==> src/rtl/uart_pkg.sv <==
// Shared definitions for the UART transmit path: state encoding, parity codes
// and the default oversampling ratio.
package uart_pkg;

  typedef logic [4:0] state_t;

  localparam state_t IDLE   = 5'b00001;
  localparam state_t START  = 5'b00010;
  localparam state_t DATA   = 5'b00100;
  localparam state_t PARITY = 5'b01000;
  localparam state_t STOP   = 5'b10000;

  typedef logic [1:0] par_t;

  localparam par_t PAR_NONE = 2'b00;
  localparam par_t PAR_EVEN = 2'b01;
  localparam par_t PAR_ODD  = 2'b10;

  localparam int DEF_OVERSAMPLE = 16;

  // The unused code 2'b11 behaves as "no parity".
  function automatic par_t par_norm(input par_t code);
    return ((code == PAR_EVEN) || (code == PAR_ODD)) ? code : PAR_NONE;
  endfunction

endpackage

==> src/rtl/uart_tx_ext_if.sv <==
// Byte handshake between the bus-side register block (master) and the
// transmitter FIFO (slave).
interface uart_tx_ext_if #(
  parameter int DBIT_MAX = 8
);
  logic [DBIT_MAX-1:0] i_data;
  logic                i_valid;
  logic                o_ready;

  modport master (output i_data, output i_valid, input o_ready);
  modport slave  (input i_data, input i_valid, output o_ready);
endinterface

==> src/rtl/uart_sync_fifo.sv <==
// Single-clock FIFO with registered pointers and occupancy count; the head
// word is visible combinationally on rd_data_o. Shared with the RX side.
module uart_sync_fifo #(
  parameter int WIDTH = 8,
  parameter int DEPTH = 4
) (
  input  logic                   clk,
  input  logic                   reset,
  input  logic                   wr_en_i,
  input  logic [WIDTH-1:0]       wr_data_i,
  input  logic                   rd_en_i,
  output logic [WIDTH-1:0]       rd_data_o,
  output logic                   full_o,
  output logic                   empty_o,
  output logic [$clog2(DEPTH):0] count_o
);
  localparam int AW = $clog2(DEPTH);
  localparam int CW = AW + 1;
  localparam logic [CW-1:0] FULL_COUNT = CW'(DEPTH);

  logic [WIDTH-1:0] mem_q [DEPTH];
  logic [AW-1:0]    wr_ptr_q, wr_ptr_d;
  logic [AW-1:0]    rd_ptr_q, rd_ptr_d;
  logic [CW-1:0]    count_q, count_d;
  logic             wr_acc, rd_acc;

  assign full_o    = (count_q == FULL_COUNT);
  assign empty_o   = (count_q == '0);
  assign wr_acc    = wr_en_i & ~full_o;
  assign rd_acc    = rd_en_i & ~empty_o;
  assign rd_data_o = mem_q[rd_ptr_q];
  assign count_o   = count_q;

  // Pointer and occupancy update; a write rejected while full leaves all state alone.
  always_comb begin
    wr_ptr_d = wr_acc ? wr_ptr_q + AW'(1) : wr_ptr_q;
    rd_ptr_d = rd_acc ? rd_ptr_q + AW'(1) : rd_ptr_q;
    case ({wr_acc, rd_acc})
      2'b10:   count_d = count_q + CW'(1);
      2'b01:   count_d = count_q - CW'(1);
      default: count_d = count_q;
    endcase
  end

  // Control registers; reset flushes the queue.
  always_ff @(posedge clk) begin
    if (reset) begin
      wr_ptr_q <= '0;
      rd_ptr_q <= '0;
      count_q  <= '0;
    end else begin
      wr_ptr_q <= wr_ptr_d;
      rd_ptr_q <= rd_ptr_d;
      count_q  <= count_d;
    end
  end

  // Storage array; contents are meaningless until written, so no reset.
  always_ff @(posedge clk) begin
    if (wr_acc) mem_q[wr_ptr_q] <= wr_data_i;
  end

endmodule

==> src/rtl/uart_tx_ext.sv <==
// Buffered, runtime-configurable UART transmitter. Words enter a FIFO through
// the valid/ready handshake and are framed as start/data/parity/stop, LSB first.
//
// state  | meaning
// IDLE   | line high, pops the FIFO head and latches frame config when available
// START  | line low for one bit period
// DATA   | shift register bit 0 on the line, nbits periods
// PARITY | latched parity bit on the line, one period
// STOP   | line high for one or two periods; done pulses on the last tick
module uart_tx_ext
  import uart_pkg::*;
#(
  parameter int DBIT_MAX   = 8,
  parameter int OVERSAMPLE = DEF_OVERSAMPLE,
  parameter int FIFO_DEPTH = 4
) (
  input  logic                        clk,
  input  logic                        reset,
  input  logic                        i_ticks,
  uart_tx_ext_if.slave                bus,
  input  logic [3:0]                  i_cfg_nbits,
  input  logic [1:0]                  i_cfg_parity,
  input  logic                        i_cfg_stop2,
  output logic                        o_busy,
  output logic                        o_tx_done,
  output logic [$clog2(FIFO_DEPTH):0] o_fifo_count,
  output logic                        tx
);
  localparam int TW = $clog2(OVERSAMPLE);
  localparam logic [TW-1:0] TICK_LAST = TW'(OVERSAMPLE - 1);
  localparam logic [3:0]    NB_MAX    = 4'(DBIT_MAX);

  state_t              state_q, state_d;
  logic [TW-1:0]       tick_q, tick_d;
  logic [3:0]          bitcnt_q, bitcnt_d;
  logic [DBIT_MAX-1:0] shift_q, shift_d;
  logic [3:0]          nbits_q, nbits_d;
  par_t                par_q, par_d;
  logic                par_bit_q, par_bit_d;
  logic                stop2_q, stop2_d;
  logic                tx_q, tx_d;

  logic                fifo_empty, fifo_full, pop;
  logic [DBIT_MAX-1:0] head;
  logic [3:0]          nbits_eff;
  logic [DBIT_MAX-1:0] masked;
  logic                par_calc;
  logic                bit_end;
  logic                last_stop;

  uart_sync_fifo #(
    .WIDTH (DBIT_MAX),
    .DEPTH (FIFO_DEPTH)
  ) u_fifo (
    .clk       (clk),
    .reset     (reset),
    .wr_en_i   (bus.i_valid),
    .wr_data_i (bus.i_data),
    .rd_en_i   (pop),
    .rd_data_o (head),
    .full_o    (fifo_full),
    .empty_o   (fifo_empty),
    .count_o   (o_fifo_count)
  );

  assign bus.o_ready = ~fifo_full;
  assign tx          = tx_q;
  assign bit_end     = i_ticks && (tick_q == TICK_LAST);
  assign last_stop   = ~(stop2_q && (bitcnt_q == 4'd0));

  // Frame parameters derived from the FIFO head and live config, used at pop time.
  always_comb begin
    nbits_eff = ((i_cfg_nbits >= 4'd5) && (i_cfg_nbits <= NB_MAX)) ? i_cfg_nbits : NB_MAX;
    masked    = '0;
    for (int i = 0; i < DBIT_MAX; i++) begin
      masked[i] = head[i] & (i < int'(nbits_eff));
    end
    par_calc = (^masked) ^ (par_norm(i_cfg_parity) == PAR_ODD);
  end

  // State register.
  always_ff @(posedge clk) begin
    if (reset) state_q <= IDLE;
    else       state_q <= state_d;
  end

  // Next-state and datapath-next logic; ticks only count outside IDLE.
  always_comb begin
    state_d   = state_q;
    tick_d    = tick_q;
    bitcnt_d  = bitcnt_q;
    shift_d   = shift_q;
    nbits_d   = nbits_q;
    par_d     = par_q;
    par_bit_d = par_bit_q;
    stop2_d   = stop2_q;
    if ((state_q != IDLE) && i_ticks) begin
      tick_d = bit_end ? '0 : tick_q + TW'(1);
    end
    case (state_q)
      IDLE: begin
        if (!fifo_empty) begin
          state_d   = START;
          tick_d    = '0;
          bitcnt_d  = 4'd0;
          shift_d   = masked;
          nbits_d   = nbits_eff;
          par_d     = par_norm(i_cfg_parity);
          par_bit_d = par_calc;
          stop2_d   = i_cfg_stop2;
        end
      end
      START: begin
        if (bit_end) begin
          state_d  = DATA;
          bitcnt_d = 4'd0;
        end
      end
      DATA: begin
        if (bit_end) begin
          shift_d = shift_q >> 1;
          if (bitcnt_q == nbits_q - 4'd1) begin
            bitcnt_d = 4'd0;
            state_d  = (par_q == PAR_NONE) ? STOP : PARITY;
          end else begin
            bitcnt_d = bitcnt_q + 4'd1;
          end
        end
      end
      PARITY: begin
        if (bit_end) begin
          state_d  = STOP;
          bitcnt_d = 4'd0;
        end
      end
      STOP: begin
        if (bit_end) begin
          if (last_stop) begin
            state_d  = IDLE;
            bitcnt_d = 4'd0;
          end else begin
            bitcnt_d = 4'd1;
          end
        end
      end
      default: state_d = IDLE;
    endcase
  end

  // Outputs; the line level is computed from the next state so tx is registered
  // yet changes on the same edge as the state.
  always_comb begin
    o_busy    = (state_q != IDLE);
    pop       = (state_q == IDLE) && !fifo_empty;
    o_tx_done = (state_q == STOP) && bit_end && last_stop && !reset;
    case (state_d)
      START:   tx_d = 1'b0;
      DATA:    tx_d = shift_d[0];
      PARITY:  tx_d = par_bit_d;
      default: tx_d = 1'b1;
    endcase
  end

  // Datapath registers.
  always_ff @(posedge clk) begin
    if (reset) begin
      tick_q    <= '0;
      bitcnt_q  <= 4'd0;
      shift_q   <= '0;
      nbits_q   <= NB_MAX;
      par_q     <= PAR_NONE;
      par_bit_q <= 1'b0;
      stop2_q   <= 1'b0;
      tx_q      <= 1'b1;
    end else begin
      tick_q    <= tick_d;
      bitcnt_q  <= bitcnt_d;
      shift_q   <= shift_d;
      nbits_q   <= nbits_d;
      par_q     <= par_d;
      par_bit_q <= par_bit_d;
      stop2_q   <= stop2_d;
      tx_q      <= tx_d;
    end
  end

endmodule

==> src/flat_wrapper.sv <==
// flat-port wrapper written by rule: the top's interface ports become plain ports
module uart_tx_ext_flat import uart_pkg::*;
#(
  parameter int DBIT_MAX   = 8,
  parameter int OVERSAMPLE = DEF_OVERSAMPLE,
  parameter int FIFO_DEPTH = 4
)
  (clk, reset, i_ticks, i_cfg_nbits, i_cfg_parity, i_cfg_stop2, o_busy, o_tx_done, o_fifo_count, tx, bus_i_data, bus_i_valid, bus_o_ready);
  uart_tx_ext_if #(.DBIT_MAX(DBIT_MAX)) bus_i ();
  input  logic clk;
  input  logic reset;
  input  logic i_ticks;
  input  logic [3:0] i_cfg_nbits;
  input  logic [1:0] i_cfg_parity;
  input  logic i_cfg_stop2;
  output logic o_busy;
  output logic o_tx_done;
  output logic [$clog2(FIFO_DEPTH):0] o_fifo_count;
  output logic tx;
  input wire logic [$bits(bus_i.i_data)-1:0] bus_i_data;
  input wire logic [$bits(bus_i.i_valid)-1:0] bus_i_valid;
  output wire logic [$bits(bus_i.o_ready)-1:0] bus_o_ready;
  assign bus_i.i_data = bus_i_data;
  assign bus_i.i_valid = bus_i_valid;
  assign bus_o_ready = bus_i.o_ready;
  uart_tx_ext #(.DBIT_MAX(DBIT_MAX), .OVERSAMPLE(OVERSAMPLE), .FIFO_DEPTH(FIFO_DEPTH)) u_core (.clk(clk), .reset(reset), .i_ticks(i_ticks), .bus(bus_i), .i_cfg_nbits(i_cfg_nbits), .i_cfg_parity(i_cfg_parity), .i_cfg_stop2(i_cfg_stop2), .o_busy(o_busy), .o_tx_done(o_tx_done), .o_fifo_count(o_fifo_count), .tx(tx));
endmodule
==> config.mk <==
export PLATFORM = sky130hd
export DESIGN_NAME = uart_tx_ext_flat
export DESIGN_NICKNAME = d
export VERILOG_FILES = /design/src/rtl/uart_pkg.sv /design/src/rtl/uart_tx_ext_if.sv /design/src/rtl/uart_sync_fifo.sv /design/src/rtl/uart_tx_ext.sv /design/src/flat_wrapper.sv
export SDC_FILE = /design/constraint.sdc
export NUM_CORES = 1
export LEC_CHECK = 0
export CAP_MARGIN = 10
export CORE_MARGIN = 1
export CORE_UTILIZATION = 47
export DETAILED_ROUTE_END_ITERATION = 8
export GPL_ROUTABILITY_DRIVEN = 0
export GPL_TIMING_DRIVEN = 0
export PLACE_DENSITY = 0.74
export SLEW_MARGIN = 25
export SYNTH_ARGS = -nofsm -noshare
export SYNTH_HDL_FRONTEND = slang
export SYNTH_SLANG_ARGS = --single-unit
==> constraint.sdc <==
create_clock -name clk -period 3.8 [get_ports clk]
set_input_delay 0.57 -clock clk [delete_from_list [all_inputs] [get_ports clk]]
set_output_delay 0.57 -clock clk [all_outputs]
set_load 0.1 [all_outputs]
==> metrics.md <==
| Metric | Value |
|---|---|
| Status | complete, no violations |
| Relative slew slack | 0.351 |
| Max VDD drop | 0.000328 V |
| Most common cell after layout, fill and taps aside | dfxtp_1 |
| Max layer used | met4 |
| Port Buffer Count | 24 |
| Minimum clock period | 3.35 ns |
| Largest area contributor in the netlist | edfxtp_1 |
| First-pass GRT wire length | 10.4 mm |
| Largest cells by area after synthesis | edfxtp_1 29%, dfxtp_1 24%, xnor2_1 4.0% |
| Seq cells post-synth | 71 |
| Max clock buf depth | 2 |
| Total CTS buffers | 9 |
| Number of synthesized flops with an enable pin | 32 |
| Pin count of the biggest net entering global routing | 13 |
| Met1 wire length | 2.75 mm |
| Power density cells | 740 nW/um^2 |
| Die ar. | 7270 um^2 |
| Initial core utilization | 0.499 |
| Final Hold Fails | 0 |
| Gate Count Post-Synth | 294 |
| Die H | 85.3 um |
| Worst Path Max Fanout | 5 |
| TritonCTS Sinks | 71 |
| Leak Pwr | roughly 0.0013 uW |
| Area grow syn2layout | 16.3% |
| DR vias | roughly 2,300 |
| Final Cell Area | 3790 um^2 |
| Routed wl met2 | 2.99 mm |
| Critical path launch point type | primary input |
| Final Max Slew Viols | 0 |
| Total track usage | 0.189 |
| Fin nets | about 360 |
| CTS tree | done |
| Chip width | 85.3 um |
| Initial DRC Count | 132 |
| I/O pins | 26 |
| Antenna cells | 0 |
| Fraction of layout cells with a size suffix above 1 | 0.0808 |
| Critical path class | primary input to output port |
| Worst Tran Pin Value | 0.970 ns |
| Dpl hpwl | 4.37 mm |
| Syn_nets | roughly 320 |
| Gr ovfl total | 0 |
| Post-synth design cell area | 3260 um^2 |
| Synth top area share | 0.295 |
| Hold crit path type | register to register |
| DR vias/cell | 5.55 |
| Setup violations, final | 0 |
| Clock slew at reported path FFs | 0.07 ns |
| Ys flop type | dfxtp_1 |
| RSZ-0062 raised after global routing | false |
| WL met3 | 255 um |
| Wirelength per Cell | 14.8 um |
| Row cnt | 29 |
| DRC viols | 0 |
| Post-CTS Hold Fix Bufs | 0 |
| Mean Syn Cell Area | around 11 um^2 |
| Slack of the critical path | approximately 0.45 ns |
| Post-CTS resize count | 0 |
| Part of the Yosys area used for sequential elements | 0.535 |
| Setup Total Neg Slack | 0 ns |
| Max_cap viols | 0 |
| Number of global-route vias before repair | about 2,200 |
| Fmax | between 0.2 and 0.3 GHz |
| Post-DP Area | 3600 um^2 |
| H-tree Lvls | 3 |
| Worst EP arrival | between 2 and 3 ns |
| CP endpoint kind | output port |
| Setup Buffers After CTS | 0 |
| Clock tree root driver cell | clkbuf_8 |
| Commonest non-fill, non-tap cells in the layout | 39 x dfxtp_1, 32 x edfxtp_1, 30 x nor2_1 |
| Post-Route WL | 6.09 mm |
| Number of routed nets with antenna violations | 0 |
| Pre-CTS setup slack | about 0.46 ns |
| CP required | 3.23 ns |
| First drt pass iteration count | 5 |
| Final setup skew | 0.00466 ns |
| Async SR Flop Fraction | 0 |
| Fin crit share | 0.882 |
| Core ar. | 6530 um^2 |
| Yosys warnings | 0 |
| Post-synth cell types | 48 |
| Skew-Pair Late Insertion Delay | about 0.34 ns |
| Initial antenna violation count | 0 |
==> stage by stage <==
| step | instances | util | hold WS, ns | power (uW) |
|---|---|---|---|---|
| after detailed placement | 395 | 0.551 | 0.446 | 2250 |
| after global routing | 411 | 0.580 | 0.496 | 2990 |
| after CTS | 411 | 0.580 | 0.454 | 2820 |
| final | 411 | 0.580 | 0.456 | 2810 |
| after global placement | 395 | 0.551 | 0.440 | 2220 |
| after floorplan | 294 | - | 0.432 | 1970 |
==> per-layer routing <==
layer | GRT usage | up-vias
met5 | 0 | -
met4 | 0.0561 | 0
met3 | 0.0661 | 11
met2 | 0.315 | 45
met1 | 0.232 | 1071
li1 | - | 1155
==> worst max-delay path, cell delays in order <==
cell	delay, ns
clkdlybuf4s50_1	0.53
and4_1	0.29
nand2_1	0.09
nor3_1	0.14
clkdlybuf4s50_1	1.15
==> area by class of cell <==
class	instances	area (um^2)
Clock inverter	5	58.8
Clock buffer	11	131
Inverter	15	56.3
Tap cell	77	96.3
Buffer	10	46.3
Fill cell	552	2740
Sequential cell	71	1740
Multi-Input combinational cell	198	1420
Timing Repair Buffer	24	240
==> power breakdown <==
part	leakage [uW]	switching, uW	internal (uW)
logic	0.000615	769	437
registers	0.000612	80.6	940
clock network	0.0000895	275	303
==> sequential cells by signal (all words and copies together) (netlist names), named ones only <==
name	count
u_core.bitcnt_q	4
u_core.nbits_q	4
u_core.par_bit_q	1
u_core.par_q	2
u_core.shift_q	8
u_core.state_q	5
u_core.stop2_q	1
u_core.tick_q	4
u_core.tx	1
u_core.u_fifo.count_o	3
u_core.u_fifo.mem_q	32
u_core.u_fifo.rd_ptr_q	2
u_core.u_fifo.wr_ptr_q	2
==> cells in the mapped netlist, drive strengths merged, types with 3 or more instances <==
cell type	instances
a211oi	3
a21oi	20
a222oi	5
and2	3
and3	7
buf	3
clkbuf	7
dfxtp	39
edfxtp	32
ha	9
inv	15
mux2i	3
mux4	8
nand2	18
nand3	11
nand4	3
nor2	31
nor2b	5
nor3	9
o211ai	5
o21ai	11
o21bai	3
or3	3
xnor2	15
xor2	5
==> cell families after synthesis <==
group | Yosys count | synth area share
DFF | 71 | 0.535
muxes | 11 | 0.0680
and+or+nand+nor | 99 | 0.151
xor gates and xnor gates | 20 | 0.0538
AOI/OAI and AO/OA | 58 | 0.121
buffers and inverters | 25 | 0.0315
adders and majority gates | 10 | 0.0407
==> worst paths after layout <==
| path | end | depth (start not counted) | from | slack, ns |
|---|---|---|---|---|
| setup reg to reg | u_core.u_fifo.count_o[2]$_SDFFE_PP0P_ | 12 | u_core.state_q[1]$_SDFF_PP0_ | 0.72 |
| hold reg to reg | u_core.shift_q[6]$_SDFFE_PP0P_ | 2 | u_core.shift_q[6]$_SDFFE_PP0P_ | 0.46 |
| hold / removal | u_core.shift_q[6]$_SDFFE_PP0P_ | 2 | u_core.shift_q[6]$_SDFFE_PP0P_ | 0.46 |
| setup / recovery | o_tx_done | 5 | i_ticks | 0.45 |
Note: power is estimated with default switching activity, not from simulation.
